**config.mk**
```make
export PLATFORM = sky130hd
export DESIGN_NAME = rf_dsp_bringup_seq_flat
export DESIGN_NICKNAME = d
export VERILOG_FILES = /design/src/rtl/rf_dsp_bringup_seq_pkg.sv /design/src/rtl/rf_dsp_bringup_seq_if.sv /design/src/rtl/rf_dsp_bringup_seq.sv /design/src/flat_wrapper.sv
export SDC_FILE = /design/constraint.sdc
export NUM_CORES = 1
export LEC_CHECK = 0
export ABC_AREA = 0
export CAP_MARGIN = 10
export CORE_UTILIZATION = 55
export CTS_BUF_LIST = sky130_fd_sc_hd__clkbuf_4 sky130_fd_sc_hd__clkbuf_8
export DETAILED_ROUTE_END_ITERATION = 8
export PLACE_DENSITY = 0.88
export SLEW_MARGIN = 10
export SYNTH_ARGS = -nofsm -noshare
export SYNTH_HDL_FRONTEND = slang
export SYNTH_SLANG_ARGS = --single-unit
```
**constraint.sdc**
```tcl
create_clock -name data_clk -period 3.05 [get_ports data_clk]
set_input_delay 0.61 -clock data_clk [delete_from_list [all_inputs] [get_ports data_clk]]
set_output_delay 0.61 -clock data_clk [all_outputs]
set_load 0.005 [all_outputs]
```
**src/rtl/rf_dsp_bringup_seq_pkg.sv**
```systemverilog
// Shared types and constants for the RF DSP chain bring-up sequencer:
// state encoding, status-register bit offsets and a sizing helper.
package rf_dsp_bringup_seq_pkg;

    typedef enum logic [2:0] {
        StIdle      = 3'd0,
        StHold      = 3'd1,
        StFir       = 3'd2,
        StDac       = 3'd3,
        StAdc       = 3'd4,
        StWaitValid = 3'd5,
        StRun       = 3'd6,
        StError     = 3'd7
    } seq_state_e;

    // Bit positions of the sequencer fields in the RFDC status register.
    localparam int unsigned StatusReadyBit   = 0;
    localparam int unsigned StatusTimeoutBit = 1;
    localparam int unsigned StatusStateLsb   = 4;
    localparam int unsigned StatusStateWidth = 3;

    function automatic int unsigned max3(input int unsigned a, input int unsigned b,
                                         input int unsigned c);
        int unsigned m;
        m = (a > b) ? a : b;
        return (m > c) ? m : c;
    endfunction

endpackage

```
**src/rtl/rf_dsp_bringup_seq_if.sv**
```systemverilog
// Control, ADC-valid and status signals between the bring-up sequencer and its
// surroundings; the sequencer takes the slave side.
interface rf_dsp_bringup_seq_if #(
    parameter int unsigned NUM_CHANNELS = 2
);

    logic                    enable_req;
    logic                    restart;
    logic [NUM_CHANNELS-1:0] chan_mask;
    logic [NUM_CHANNELS-1:0] adc_tvalid;

    logic                    fir_resetn;
    logic                    dac_resetn;
    logic                    adc_resetn;
    logic                    adc_enable;
    logic                    ready;
    logic                    timeout_err;
    logic [2:0]              seq_state;

    modport master (
        output enable_req, restart, chan_mask, adc_tvalid,
        input  fir_resetn, dac_resetn, adc_resetn, adc_enable, ready, timeout_err, seq_state
    );

    modport slave (
        input  enable_req, restart, chan_mask, adc_tvalid,
        output fir_resetn, dac_resetn, adc_resetn, adc_enable, ready, timeout_err, seq_state
    );

endinterface

```
**src/rtl/rf_dsp_bringup_seq.sv**
```systemverilog
// Reset-release / data-enable sequencer for the RF DSP chain in the data_clk domain.
// FIR, DAC path, ADC path, ADC enable, then waits for all masked ADC channels valid.
module rf_dsp_bringup_seq
    import rf_dsp_bringup_seq_pkg::*;
#(
    parameter int unsigned SETTLE_CYCLES  = 16,
    parameter int unsigned FLUSH_CYCLES   = 64,
    parameter int unsigned TIMEOUT_CYCLES = 4096,
    parameter int unsigned NUM_CHANNELS   = 2
) (
    input logic                 data_clk,
    input logic                 resetn_dclk,
    rf_dsp_bringup_seq_if.slave bus
);

    localparam int unsigned MaxCycles = max3(SETTLE_CYCLES, FLUSH_CYCLES, TIMEOUT_CYCLES);
    localparam int unsigned CntW      = $clog2(MaxCycles + 1);

    localparam logic [CntW-1:0] SettleLoad  = CntW'(SETTLE_CYCLES - 1);
    localparam logic [CntW-1:0] FlushLoad   = CntW'(FLUSH_CYCLES - 1);
    localparam logic [CntW-1:0] TimeoutLoad = CntW'(TIMEOUT_CYCLES - 1);

    seq_state_e      state_q, state_d;
    logic [CntW-1:0] cnt_q, cnt_d;

    logic fir_resetn_q, fir_resetn_d;
    logic dac_resetn_q, dac_resetn_d;
    logic adc_resetn_q, adc_resetn_d;
    logic adc_enable_q, adc_enable_d;
    logic ready_q, ready_d;
    logic timeout_err_q, timeout_err_d;

    logic [NUM_CHANNELS-1:0] valid_masked;
    logic                    all_valid;
    logic                    cnt_zero;
    logic [CntW-1:0]         cnt_dec;

    assign valid_masked = bus.adc_tvalid & bus.chan_mask;
    assign all_valid    = (valid_masked == bus.chan_mask);
    assign cnt_zero     = (cnt_q == '0);
    assign cnt_dec      = cnt_q - CntW'(1);

    always_ff @(posedge data_clk) begin
        if (!resetn_dclk) begin
            state_q       <= StIdle;
            cnt_q         <= '0;
            fir_resetn_q  <= 1'b0;
            dac_resetn_q  <= 1'b0;
            adc_resetn_q  <= 1'b0;
            adc_enable_q  <= 1'b0;
            ready_q       <= 1'b0;
            timeout_err_q <= 1'b0;
        end else begin
            state_q       <= state_d;
            cnt_q         <= cnt_d;
            fir_resetn_q  <= fir_resetn_d;
            dac_resetn_q  <= dac_resetn_d;
            adc_resetn_q  <= adc_resetn_d;
            adc_enable_q  <= adc_enable_d;
            ready_q       <= ready_d;
            timeout_err_q <= timeout_err_d;
        end
    end

    // enable_req dominates, then restart, then the per-state progression.
    always_comb begin
        state_d = state_q;
        cnt_d   = cnt_q;
        if (!bus.enable_req) begin
            state_d = StIdle;
        end else if (bus.restart && (state_q != StIdle)) begin
            state_d = StHold;
            cnt_d   = SettleLoad;
        end else begin
            unique case (state_q)
                StIdle: begin
                    state_d = StHold;
                    cnt_d   = SettleLoad;
                end
                StHold: begin
                    if (cnt_zero) begin
                        state_d = StFir;
                        cnt_d   = FlushLoad;
                    end else begin
                        cnt_d = cnt_dec;
                    end
                end
                StFir: begin
                    if (cnt_zero) begin
                        state_d = StDac;
                        cnt_d   = SettleLoad;
                    end else begin
                        cnt_d = cnt_dec;
                    end
                end
                StDac: begin
                    if (cnt_zero) begin
                        state_d = StAdc;
                        cnt_d   = SettleLoad;
                    end else begin
                        cnt_d = cnt_dec;
                    end
                end
                StAdc: begin
                    if (cnt_zero) begin
                        state_d = StWaitValid;
                        cnt_d   = TimeoutLoad;
                    end else begin
                        cnt_d = cnt_dec;
                    end
                end
                StWaitValid: begin
                    if (all_valid) begin
                        state_d = StRun;
                    end else if (cnt_zero) begin
                        state_d = StError;
                    end else begin
                        cnt_d = cnt_dec;
                    end
                end
                StRun, StError: begin
                    state_d = state_q;
                end
            endcase
        end
    end

    // Outputs are decoded from the next state so they move on the same edge as seq_state.
    always_comb begin
        fir_resetn_d  = 1'b0;
        dac_resetn_d  = 1'b0;
        adc_resetn_d  = 1'b0;
        adc_enable_d  = 1'b0;
        ready_d       = 1'b0;
        timeout_err_d = 1'b0;
        unique case (state_d)
            StIdle, StHold: begin
                fir_resetn_d = 1'b0;
            end
            StFir: begin
                fir_resetn_d = 1'b1;
            end
            StDac: begin
                fir_resetn_d = 1'b1;
                dac_resetn_d = 1'b1;
            end
            StAdc: begin
                fir_resetn_d = 1'b1;
                dac_resetn_d = 1'b1;
                adc_resetn_d = 1'b1;
            end
            StWaitValid: begin
                fir_resetn_d = 1'b1;
                dac_resetn_d = 1'b1;
                adc_resetn_d = 1'b1;
                adc_enable_d = 1'b1;
            end
            StRun: begin
                fir_resetn_d = 1'b1;
                dac_resetn_d = 1'b1;
                adc_resetn_d = 1'b1;
                adc_enable_d = 1'b1;
                ready_d      = 1'b1;
            end
            StError: begin
                timeout_err_d = 1'b1;
            end
        endcase
    end

    assign bus.fir_resetn  = fir_resetn_q;
    assign bus.dac_resetn  = dac_resetn_q;
    assign bus.adc_resetn  = adc_resetn_q;
    assign bus.adc_enable  = adc_enable_q;
    assign bus.ready       = ready_q;
    assign bus.timeout_err = timeout_err_q;
    assign bus.seq_state   = state_q;

endmodule
```
**src/flat_wrapper.sv**
```systemverilog
// flat-port wrapper written by rule: the top's interface ports become plain ports
module rf_dsp_bringup_seq_flat import rf_dsp_bringup_seq_pkg::*;
#(
    parameter int unsigned SETTLE_CYCLES  = 16,
    parameter int unsigned FLUSH_CYCLES   = 64,
    parameter int unsigned TIMEOUT_CYCLES = 4096,
    parameter int unsigned NUM_CHANNELS   = 2
)
  (data_clk, resetn_dclk, bus_enable_req, bus_restart, bus_chan_mask, bus_adc_tvalid, bus_fir_resetn, bus_dac_resetn, bus_adc_resetn, bus_adc_enable, bus_ready, bus_timeout_err, bus_seq_state);
  rf_dsp_bringup_seq_if #(.NUM_CHANNELS(NUM_CHANNELS)) bus_i ();
  input logic data_clk;
  input logic resetn_dclk;
  input wire logic [$bits(bus_i.enable_req)-1:0] bus_enable_req;
  input wire logic [$bits(bus_i.restart)-1:0] bus_restart;
  input wire logic [$bits(bus_i.chan_mask)-1:0] bus_chan_mask;
  input wire logic [$bits(bus_i.adc_tvalid)-1:0] bus_adc_tvalid;
  output wire logic [$bits(bus_i.fir_resetn)-1:0] bus_fir_resetn;
  output wire logic [$bits(bus_i.dac_resetn)-1:0] bus_dac_resetn;
  output wire logic [$bits(bus_i.adc_resetn)-1:0] bus_adc_resetn;
  output wire logic [$bits(bus_i.adc_enable)-1:0] bus_adc_enable;
  output wire logic [$bits(bus_i.ready)-1:0] bus_ready;
  output wire logic [$bits(bus_i.timeout_err)-1:0] bus_timeout_err;
  output wire logic [$bits(bus_i.seq_state)-1:0] bus_seq_state;
  assign bus_i.enable_req = bus_enable_req;
  assign bus_i.restart = bus_restart;
  assign bus_i.chan_mask = bus_chan_mask;
  assign bus_i.adc_tvalid = bus_adc_tvalid;
  assign bus_fir_resetn = bus_i.fir_resetn;
  assign bus_dac_resetn = bus_i.dac_resetn;
  assign bus_adc_resetn = bus_i.adc_resetn;
  assign bus_adc_enable = bus_i.adc_enable;
  assign bus_ready = bus_i.ready;
  assign bus_timeout_err = bus_i.timeout_err;
  assign bus_seq_state = bus_i.seq_state;
  rf_dsp_bringup_seq #(.SETTLE_CYCLES(SETTLE_CYCLES), .FLUSH_CYCLES(FLUSH_CYCLES), .TIMEOUT_CYCLES(TIMEOUT_CYCLES), .NUM_CHANNELS(NUM_CHANNELS)) u_core (.data_clk(data_clk), .resetn_dclk(resetn_dclk), .bus(bus_i));
endmodule
```
Word-level counts from Yosys, hierarchy flattened
Index checks and enable logic that the tools add are counted.

word-level totals
  bits in registers = 22
  logic and storage cells = 60
  output and inout bits = 9
  bits of input ports = 8

operators by class
  mux-type cells = 22
  reductions and logical operators = 12
  add/subtract/negate cells = 1
  bitwise gates (word level) = 1
  equality and inequality tests = 16

operators with widths
  cell                                                                  count
  13-bit 2-to-1 mux                                                     6
  13-bit case mux with 5 select lines                                   1
  3-bit == test, second input constant                                  8
  3-bit 2-to-1 mux                                                      8
  3-bit case mux with 7 select lines                                    1
  13-bit zero test                                                      1
  13-bit by 1-bit subtractor with 13-bit output, second input constant  1
  3-bit by 2-bit == test with 1-bit output, second input constant       4
  1-bit 2-to-1 mux                                                      6
  3-bit inequality test, second input constant                          2
  6-bit nonzero test                                                    1
  2-bit OR reduction                                                    3
  5-bit OR reduction                                                    1
  4-bit AND reduction                                                   1
  4-bit OR reduction                                                    1
  3-bit by 1-bit == test with 1-bit output, second input constant       1
  3-bit zero test                                                       1
  3-bit nonzero test                                                    1
  3-bit OR reduction                                                    1
  2-bit AND                                                             1
  2-bit == test                                                         1
  1-bit logical AND                                                     1

Logic depth before layout (Yosys ltp)
Gate-level depths: netlist (run 1).

  word-level depth = 9
  mapped depth = 10
  mapped depth without buffers = 10

Worst setup path after synthesis (run 1)
No wires, ideal clock.

  path kind = flip-flop to flip-flop
  start point = reg u_core.cnt_q[0]
  end point = reg u_core.fir_resetn_q, in the netlist u_core.bus.fir_resetn
  required time = 2926 ps
  period minus slack after synthesis = 2213 ps
  buffers on the path = 0
  stages on the path, launching flop included = 9
  arrival time = 2089 ps
  setup slack = 837 ps
  library setup time = 124 ps
  cells stage by stage = dfxtp_1 > inv_1 > ha_1 > nor3b_1 > nand4_2 > maj3_2 > o211ai_2 > and2_4 > a21oi_1

between the ends
  longest elaborated chain between the ends = 9
  elaborated cells on any way between the ends = 17
  those cells by class = eq/ne (5); mux (10); reduce/logical (2)

ends and longest elaborated chain
  element                                                                    RTL line                   text
  start, declared                                                            rf_dsp_bringup_seq.sv:24   logic [CntW-1:0] cnt_q, cnt_d;
  start signal, assigned                                                     rf_dsp_bringup_seq.sv:55   cnt_q <= cnt_d;
  13-bit zero test *                                                         rf_dsp_bringup_seq.sv:40   assign cnt_zero = (cnt_q == '0);
  3-bit 2-to-1 mux                                                           rf_dsp_bringup_seq.sv:115  end else if (cnt_zero) begin
  3-bit 2-to-1 mux                                                           rf_dsp_bringup_seq.sv:113  if (all_valid) begin
  3-bit case mux with 7 select lines *                                       rf_dsp_bringup_seq.sv:75   unique case (state_q)
  3-bit 2-to-1 mux *                                                         rf_dsp_bringup_seq.sv:71   end else if (bus.restart && (state_q != StIdle)) begin
  3-bit 2-to-1 mux *                                                         rf_dsp_bringup_seq.sv:69   if (!bus.enable_req) begin
  3-bit by 2-bit == test with 1-bit output or 3-bit == test (tied branches)  rf_dsp_bringup_seq.sv:136  unique case (state_d)
  5-bit OR reduction (no line) *                                             -
  1-bit 2-to-1 mux *                                                         rf_dsp_bringup_seq.sv:136
  end signal, assigned                                                       rf_dsp_bringup_seq.sv:56   fir_resetn_q <= fir_resetn_d;
  end, declared                                                              rf_dsp_bringup_seq.sv:26   logic fir_resetn_q, fir_resetn_d;

Mark *: on every way between the ends. The rest lies on a longest branch, timed or not.
A chain may end at the register's enable or synchronous reset.

Final worst setup path (run 1)
  start point = reg u_core.cnt_q[0]
  end point = reg u_core.cnt_q[8]

between the ends
  longest elaborated chain between the ends = 5
  elaborated cells on any way between the ends = 11
  those cells by class = add/sub (1); eq/ne (1); mux (7); reduce/logical (2)

ends and longest elaborated chain
  element                                        RTL line                   text
  13-bit by 1-bit subtractor with 13-bit output  rf_dsp_bringup_seq.sv:41   assign cnt_dec = cnt_q - CntW'(1);
  13-bit 2-to-1 mux                              rf_dsp_bringup_seq.sv:115
  13-bit 2-to-1 mux                              rf_dsp_bringup_seq.sv:113
  13-bit case mux with 5 select lines            rf_dsp_bringup_seq.sv:75
  13-bit 2-to-1 mux                              rf_dsp_bringup_seq.sv:71

Several ways; a longest one is shown, not always the timed one. The select of a mux whose other input is x is not followed.

==> parameters.txt, run 1 <==
Parameter                              Value

STA
  Highest clock frequency the design can meet ... 382.9 MHz
  RSZ-0062 raised after global routing ... false
  Min Hold Slack ... 0.5292 ns
  Tightest Pin Transition ... 0.6369 ns
  Period Utilization, post-route ... 85.63%
  Final Hold Violating Endpoints ... 0
  Clock period minus worst slack ... 2.612 ns
  Max-slew violation count ... 0
  Final setup violating endpoints ... 0
  Slew HR ... 57.15%
  Sum of negative setup slack ... 0 ns
  Setup clock skew after layout ... 0.003307 ns

Floorplan
  I/O pin count ... 17
  Die X-Extent ... 52.05 um
  Height of the chip ... 52.05 um
  Area inside the core boundary ... 0.002276 mm2
  Count of standard-cell rows ... 17
  Initial standard-cell utilization of the core ... 60.53%
  DIE AREA ... 0.002709 mm2

Worst setup path
  Arrival time at the worst endpoint ... 2.85 ns
  Reg2Reg Capture Point ... u_core.cnt_q[8]$_SDFFE_PN0P_
  Reg2reg path depth ... 9
  Worst setup startpoint ... u_core.cnt_q[0]$_SDFFE_PN0P_
  Peak fanout along the critical path ... 6
  Startpoint of the worst-slack reg-to-reg timing path ... u_core.cnt_q[0]$_SDFFE_PN0P_
  Element type at the critical path start ... register
  Endpoint of the most critical setup path ... u_core.cnt_q[8]$_SDFFE_PN0P_
  Required time of the worst setup path ... 3.29 ns
  Path type of the worst setup path ... register to register
  CP Capture Type ... register
  Worst reg2reg setup slack ... 0.44 ns

CTS
  Clock slew at reported path FFs ... 0.12 ns
  CTS resizes ... 0
  Buffers from clock root to sink, at most ... 2
  Clock root buffer ... sky130_fd_sc_hd__clkbuf_4
  Post-CTS setup-driven buffer insertion count ... 0
  H-tree levels ... 1
  Number of hold buffers added after cts ... 0
  CTS tree ... yes
  Clock insertion delay at the later pin of the skew report ... 0.31 ns
  Clock tree sinks ... 22
  Number of clock buffers inserted by TritonCTS ... 3

Synth
  Synth Net Count ... 175
  Async S/R FF share, synth ... 0%
  Ys flop type ... sky130_fd_sc_hd__dfxtp_1
  Netlist area before placement ... 0.001378 mm2
  Unique masters post-synth ... 49
  Compound-cell area share of the yosys netlist ... 26.52%
  Share of synthesized cell area in and, or, nand and nor gates ... 30.34%
  Number of warning messages in the yosys log ... 0
  Seq/Total Area, Yosys ... 31.97%
  Largest family of logic cells by synthesized area ... simple AND/OR/NAND/NOR gates
  Xor and xnor area share after synthesis ... 1.272%
  Number of standard cells after synthesis ... 166
  Post-Synth Adder-Cell Area ... 1.726%
  Mux share of post-synthesis cell area ... 0.7266%
  Syn_area_per_cell ... 8.299 um2
  Synthesized flop and latch total ... 22
  Count of flip-flops with a built-in enable after synthesis ... 0

Flow run
  Count of maximum capacitance violations ... 0

Power
  Total leakage power ... 0.6055 nW
  Maximum VDD drop ... 278.9 uV
  Areal power density over the cells ... 421.4 mW/mm2

Detailed routing
  Via count ... 1379
  Overall routed net length ... 3.143 mm
  Average wire per standard cell ... 15.11 um
  Average via count per standard cell ... 6.630
  Number of design rule violations left after detail routing ... 0
  Number of detailed-route iterations in the first pass ... 4
  Iteration-0 DRC Markers ... 90
  Residual antenna-violating net count after detailed routing ... 0

Run status
  Result of the run ... complete, no violations

Placed design
  # port buffers ... 16
  HPWL after DPL ... 2.356 mm
  Final Wtd Congestion ... 0.9078
  Placed Instances ... 204

Layout
  Fill cell instance count of the final layout ... 163
  Area of combinational cells with multiple inputs ... 834.6 um2
  Layout Area Growth over Synthesis ... 12.90%
  Non-filler cells, final ... 208
  N_diodes ... 0
  Footprint of the flip-flops and latches ... 440.4 um2
  Proportion of layout cells with a drive suffix above 1 ... 13.33%
  Total number of nets in the final design ... 190
  Post-layout utilization of the core ... 68.33%

GRT
  Initial antenna violation count ... 0
  Via count of the first global-routing pass ... 1210
  Global-route usage over all layers ... 26.77%
  Remaining global-route overflow ... 0
  Largest net degree at the start of global routing ... 20
  Wire length of the first global-routing pass ... 5.423 mm

Worst hold path
  Class of the worst hold path ... register to register
layout make-up:
| cell class | instances | area share [%] |
|---|---|---|
| inverters | 9 | 2.172 |
| flip-flops and latches | 22 | 28.32 |
| multi-input cells | 127 | 53.66 |
| repair buffers | 18 | 11.26 |
| well taps | 28 | 2.253 |
| clock buffers | 4 | 2.333 |
cells in the final DEF (no fill, tap or decap), types with 3 or more instances in the layout:
master	n
sky130_fd_sc_hd__dfxtp_1	22
sky130_fd_sc_hd__clkdlybuf4s50_1	16
sky130_fd_sc_hd__o21ai_0	13
sky130_fd_sc_hd__nand2_1	12
sky130_fd_sc_hd__a21oi_1	11
sky130_fd_sc_hd__nor2_1	11
sky130_fd_sc_hd__a31oi_1	11
sky130_fd_sc_hd__inv_1	9
sky130_fd_sc_hd__nor3_1	6
sky130_fd_sc_hd__nand3_1	5
sky130_fd_sc_hd__nor4_1	4
sky130_fd_sc_hd__a311oi_1	4
sky130_fd_sc_hd__or3_1	3
sky130_fd_sc_hd__and3_1	3
sky130_fd_sc_hd__clkbuf_4	3
logic make-up after synthesis:
group / after synthesis
xor+xnor: 2
flops: 22
mux: 1
simple gates: 66
buf+inv: 17
compound gates: 56
fa+ha+maj: 2
worst min path at each step:
stage	depth (start not counted)	end	slack [ns]	start
floorplan	1	u_core.cnt_q[0]$_SDFFE_PN0P_	0.46	u_core.cnt_q[0]$_SDFFE_PN0P_
global placement	1	u_core.cnt_q[0]$_SDFFE_PN0P_	0.48	u_core.cnt_q[0]$_SDFFE_PN0P_
detailed placement	1	u_core.cnt_q[10]$_SDFFE_PN0P_	0.50	u_core.cnt_q[10]$_SDFFE_PN0P_
CTS	1	u_core.cnt_q[0]$_SDFFE_PN0P_	0.53	u_core.cnt_q[0]$_SDFFE_PN0P_
global route	1	u_core.cnt_q[0]$_SDFFE_PN0P_	0.54	u_core.cnt_q[0]$_SDFFE_PN0P_
finish	1	u_core.cnt_q[0]$_SDFFE_PN0P_	0.53	u_core.cnt_q[0]$_SDFFE_PN0P_
stage by stage:
step,setup slack [ns],cell area [um2],total power [W]
after floorplan,0.8366,1378,0.0004601
after global placement,0.5282,1519,0.0004895
after detailed placement,0.4901,1519,0.0004980
after CTS,0.5198,1555,0.0006556
after global routing,0.2866,1555,0.0006907
final,0.4382,1555,0.0006553
cells in the mapped netlist (2+ instances only):
cell type / n / share of area, %
sky130_fd_sc_hd__a311oi_1: 4 / 2.5
sky130_fd_sc_hd__inv_1: 9 / 2.5
sky130_fd_sc_hd__a31oi_1: 11 / 5.0
sky130_fd_sc_hd__nand2_1: 12 / 3.3
sky130_fd_sc_hd__a21o_1: 2 / 1.1
sky130_fd_sc_hd__o21ai_0: 13 / 4.7
sky130_fd_sc_hd__nor2b_1: 2 / 0.91
sky130_fd_sc_hd__o31ai_1: 2 / 1.1
sky130_fd_sc_hd__nor3_1: 6 / 2.2
sky130_fd_sc_hd__xor2_1: 2 / 1.3
sky130_fd_sc_hd__clkbuf_8: 3 / 3.0
sky130_fd_sc_hd__a21oi_1: 11 / 4.0
sky130_fd_sc_hd__nor4_1: 4 / 1.8
sky130_fd_sc_hd__nand3_1: 5 / 1.8
sky130_fd_sc_hd__clkbuf_1: 3 / 0.82
sky130_fd_sc_hd__dfxtp_1: 22 / 32
sky130_fd_sc_hd__or4_4: 2 / 1.6
sky130_fd_sc_hd__or3_1: 3 / 1.4
sky130_fd_sc_hd__nor4_4: 2 / 3.1
sky130_fd_sc_hd__and3_2: 2 / 1.1
sky130_fd_sc_hd__o21ai_1: 2 / 0.73
sky130_fd_sc_hd__a21boi_0: 2 / 1.1
sky130_fd_sc_hd__o211a_1: 2 / 1.5
sky130_fd_sc_hd__nor2_1: 11 / 3.0
sky130_fd_sc_hd__a21bo_2: 2 / 1.5
sky130_fd_sc_hd__or2b_2: 2 / 1.3
sky130_fd_sc_hd__and3_1: 3 / 1.4
critical path, stage by stage, from the launching register on:
cell,delay (ns)
sky130_fd_sc_hd__dfxtp_1,0.40
sky130_fd_sc_hd__inv_1,0.07
sky130_fd_sc_hd__ha_1,0.23
sky130_fd_sc_hd__nor3b_1,0.15
sky130_fd_sc_hd__buf_4,0.16
sky130_fd_sc_hd__a41oi_1,0.43
sky130_fd_sc_hd__o21ai_0,0.24
sky130_fd_sc_hd__a311oi_1,0.48
sky130_fd_sc_hd__nand3_1,0.18
sky130_fd_sc_hd__mux2i_1,0.20
registers in the layout (all words and copies together) (netlist names):
name and flops:
u_core.bus.dac_resetn 1, u_core.bus.fir_resetn 1, u_core.bus.adc_resetn 1, u_core.bus.seq_state 3, u_core.bus.timeout_err 1, u_core.bus.adc_enable 1
u_core.cnt_q 13, u_core.bus.ready 1
per-layer routing:
metal	GRT usage (%)	wire (um)	vias up
met5	0	0	-
met1	35.77	1413	646
met3	3.801	218	6
li1	-	-	656
met2	42.09	1454	71
met4	12.16	56	0
where the power goes:
part / switching, W / internal [W]
sequential: 0.0000266 / 0.000303
combinational: 0.0000935 / 0.0000719
clock: 0.0000873 / 0.0000729
total: 0.000207 / 0.000448
No activity file was read; power rests on OpenSTA's default activity.
==> run 2: changes to the inputs <==
--- a/config.mk
+++ b/config.mk
@@ -6,12 +6,11 @@
 export NUM_CORES = 1
 export LEC_CHECK = 0
 export ABC_AREA = 0
-export CAP_MARGIN = 10
+export CAP_MARGIN = 40
 export CORE_UTILIZATION = 55
 export CTS_BUF_LIST = sky130_fd_sc_hd__clkbuf_4 sky130_fd_sc_hd__clkbuf_8
 export DETAILED_ROUTE_END_ITERATION = 8
 export PLACE_DENSITY = 0.88
-export SLEW_MARGIN = 10
 export SYNTH_ARGS = -nofsm -noshare
 export SYNTH_HDL_FRONTEND = slang
 export SYNTH_SLANG_ARGS = --single-unit
==> results of run 2 <==
No change in the layout: final DEF, timing and power equal those of run 1.
==> run 3: changes to the inputs <==
--- a/config.mk
+++ b/config.mk
@@ -11,6 +11,7 @@
 export CTS_BUF_LIST = sky130_fd_sc_hd__clkbuf_4 sky130_fd_sc_hd__clkbuf_8
 export DETAILED_ROUTE_END_ITERATION = 8
 export PLACE_DENSITY = 0.88
+export RECOVER_POWER = 25
 export SYNTH_ARGS = -nofsm -noshare
 export SYNTH_HDL_FRONTEND = slang
 export SYNTH_SLANG_ARGS = --single-unit
==> run 3 against run 2 <==
  * Clock skew hardly changed
  * Clock-buffer cell count stayed put
  * Critical path depth is 3 lower
  * Via count is 0.44% lower
  * Global-route usage stayed put
  * Largest power group unchanged
  * Maximum frequency is 1.6% lower
  * First-iteration DRC count is 3.3% lower
==> parameters.txt, run 3 (synthesis gave the netlist of run 1 again) <==
Parameter                              Value

Run status
  Result of the run ... complete, no violations

Floorplan
  DIE AREA ... 0.002709 mm2 (unchanged)
  Initial standard-cell utilization of the core ... 60.53% (unchanged)
  Height of the chip ... 52.05 um (unchanged)
  Area inside the core boundary ... 0.002276 mm2 (unchanged)
  I/O pin count ... 17 (unchanged)
  Die X-Extent ... 52.05 um (unchanged)
  Count of standard-cell rows ... 17 (unchanged)

CTS
  CTS resizes ... 0 (unchanged)
  Buffers from clock root to sink, at most ... 2 (unchanged)
  Clock tree sinks ... 22 (unchanged)
  Post-CTS setup-driven buffer insertion count ... 0 (unchanged)
  Clock slew at reported path FFs ... 0.12 ns (about the same)
  CTS tree ... yes
  Clock root buffer ... sky130_fd_sc_hd__clkbuf_4
  H-tree levels ... 1 (unchanged)
  Number of clock buffers inserted by TritonCTS ... 3 (unchanged)
  Number of hold buffers added after cts ... 0 (unchanged)
  Clock insertion delay at the later pin of the skew report ... 0.31 ns (about the same)

STA
  PnR worst setup slack ... 0.3964 ns (-0.04175 ns)
  Final Hold Violating Endpoints ... 0 (unchanged)
  Slew HR ... 42.64% (-15 points)
  Tightest Pin Transition ... 0.8525 ns (+0.2156 ns)
  Final setup violating endpoints ... 0 (unchanged)
  Clock period minus worst slack ... 2.654 ns (+0.04175 ns)
  Setup clock skew after layout ... 0.003537 ns (+0.0002297 ns)
  Period Utilization, post-route ... 87.00% (+1.4 points)
  RSZ-0062 raised after global routing ... false
  Highest clock frequency the design can meet ... 376.9 MHz (-1.6%)
  Max-slew violation count ... 0 (unchanged)
  Sum of negative setup slack ... 0 ns (unchanged)

Layout
  Layout Area Growth over Synthesis ... 12.44%
  Proportion of layout cells with a drive suffix above 1 ... 12.78% (-0.56 points)
  Flip-flop count of the largest register, all copies and words added ... 13 (unchanged)
  Total number of nets in the final design ... 190 (unchanged)
  N_diodes ... 0 (unchanged)
  Commonest non-fill, non-tap cell in the layout ... sky130_fd_sc_hd__dfxtp_1
  Register containing the most flip-flops in the final layout ... u_core.cnt_q
  Summed area of non-filler cells in the final layout ... 0.001549 mm2 (-0.40%)
  Top library cells by usage in the layout, fill and taps aside ... 22 x sky130_fd_sc_hd__dfxtp_1, 13 x sky130_fd_sc_hd__o21ai_0, 12 x sky130_fd_sc_hd__nand2_1

GRT
  Global-route usage over all layers ... 26.77% (unchanged)
  Remaining global-route overflow ... 0 (unchanged)
  Wire length of the first global-routing pass ... 5.423 mm (unchanged)
  Largest net degree at the start of global routing ... 20 (unchanged)
  Initial antenna violation count ... 0 (unchanged)
  Via count of the first global-routing pass ... 1210 (unchanged)

Detailed routing
  Iteration-0 DRC Markers ... 87 (-3.3%)
  Average via count per standard cell ... 6.601 (-0.44%)
  Via count ... 1373 (-0.44%)
  Average wire per standard cell ... 15.08 um (-0.19%)
  Residual antenna-violating net count after detailed routing ... 0 (unchanged)
  Number of detailed-route iterations in the first pass ... 4 (unchanged)
  Number of design rule violations left after detail routing ... 0 (unchanged)
  Overall routed net length ... 3.137 mm (-0.19%)

Worst hold path
  Class of the worst hold path ... register to register
  Worst min-delay path endpoint ... u_core.cnt_q[7]$_SDFFE_PN0P_
  Cell count of the worst hold path ... 2 (+1)
  Hold Crit Start ... u_core.cnt_q[7]$_SDFFE_PN0P_

Placed design
  Standard cell area after detailed placement ... 0.001519 mm2 (unchanged)
  HPWL after DPL ... 2.356 mm (unchanged)
  Post-Place Setup Slack ... 0.4901 ns (unchanged)
  # port buffers ... 16 (unchanged)
  Final Wtd Congestion ... 0.9078 (unchanged)

Worst setup path
  Element type at the critical path start ... register
  Path type of the worst setup path ... register to register
  Reg2Reg Capture Point ... u_core.bus.fir_resetn$_SDFF_PN0_
  Peak fanout along the critical path ... 9 (+3)
  Required time of the worst setup path ... 3.25 ns (-0.04 ns)
  CP Capture Type ... register
  Arrival time at the worst endpoint ... 2.85 ns (about the same)
  Startpoint of the worst-slack reg-to-reg timing path ... u_core.cnt_q[4]$_SDFFE_PN0P_
  Reg2reg path depth ... 6 (-3)
  Worst reg2reg setup slack ... 0.40 ns (-0.04 ns)

Power
  Areal power density over the cells ... 420.9 mW/mm2 (-0.10%)
  Total leakage power ... 0.6255 nW (+3.3%)
  Post-route total power ... 0.0006520 W (-0.50%)
  Maximum VDD drop ... 275.9 uV (-1.1%)

Flow run
  Count of maximum capacitance violations ... 0 (unchanged)
==> run 3: where the power goes <==
group	switching, W	internal [W]
registers	0.0000259	0.000303
logic	0.0000935	0.0000695
clock network	0.0000872	0.0000729
total	0.000207	0.000445
==> run 3: metal layers <==
| metal | track usage [%] | wire, um |
|---|---|---|
| met3 | 3.801 | 201 |
| met4 | 12.16 | 57 |
| met2 | 42.09 | 1443 |
| met5 | 0 | 0 |
| met1 | 35.77 | 1435 |
==> run 3: critical path, cell delays in order (launching register included) <==
cell	delay, ns
sky130_fd_sc_hd__dfxtp_1	0.42
sky130_fd_sc_hd__nor4_1	0.78
sky130_fd_sc_hd__nand4_2	0.40
sky130_fd_sc_hd__maj3_2	0.41
sky130_fd_sc_hd__o211ai_2	0.27
sky130_fd_sc_hd__and2_4	0.21
sky130_fd_sc_hd__a21oi_1	0.06
==> run 3: per-stage QoR <==
| step | instances | hold WS [ns] | utilization, % |
|---|---|---|---|
| after floorplan | 166 | 0.4568 | - |
| after global placement | 204 | 0.4832 | 66.74 |
| after detailed placement | 204 | 0.5023 | 66.74 |
| after CTS | 208 | 0.5308 | 68.33 |
| after global routing | 208 | 0.5404 | 68.06 |
| final | 208 | 0.5255 | 68.06 |
==> run 3: cell type report <==
| cell class | instances | area, um2 |
|---|---|---|
| clock buffer | 4 | 36.28 |
| fill | 165 | 726.9 |
| inverter | 9 | 33.78 |
| multi-input combinational | 127 | 828.3 |
| sequential | 22 | 440.4 |
| tap | 28 | 35.03 |
| timing repair buffer | 18 | 175.2 |
==> run 3: worst max-delay path by stage <==
stage	from	end	slack (ns)	cells after the start
after floorplan	u_core.cnt_q[0]$_SDFFE_PN0P_	u_core.bus.fir_resetn$_SDFF_PN0_	0.84	8
after global placement	bus_chan_mask[0]	u_core.cnt_q[3]$_SDFFE_PN0P_	0.53	7
after detailed placement	bus_chan_mask[0]	u_core.cnt_q[8]$_SDFFE_PN0P_	0.49	7
after CTS	u_core.cnt_q[0]$_SDFFE_PN0P_	u_core.cnt_q[6]$_SDFFE_PN0P_	0.52	9
after global routing	u_core.cnt_q[4]$_SDFFE_PN0P_	u_core.bus.dac_resetn$_SDFF_PN0_	0.21	6
final	u_core.cnt_q[4]$_SDFFE_PN0P_	u_core.bus.fir_resetn$_SDFF_PN0_	0.40	6
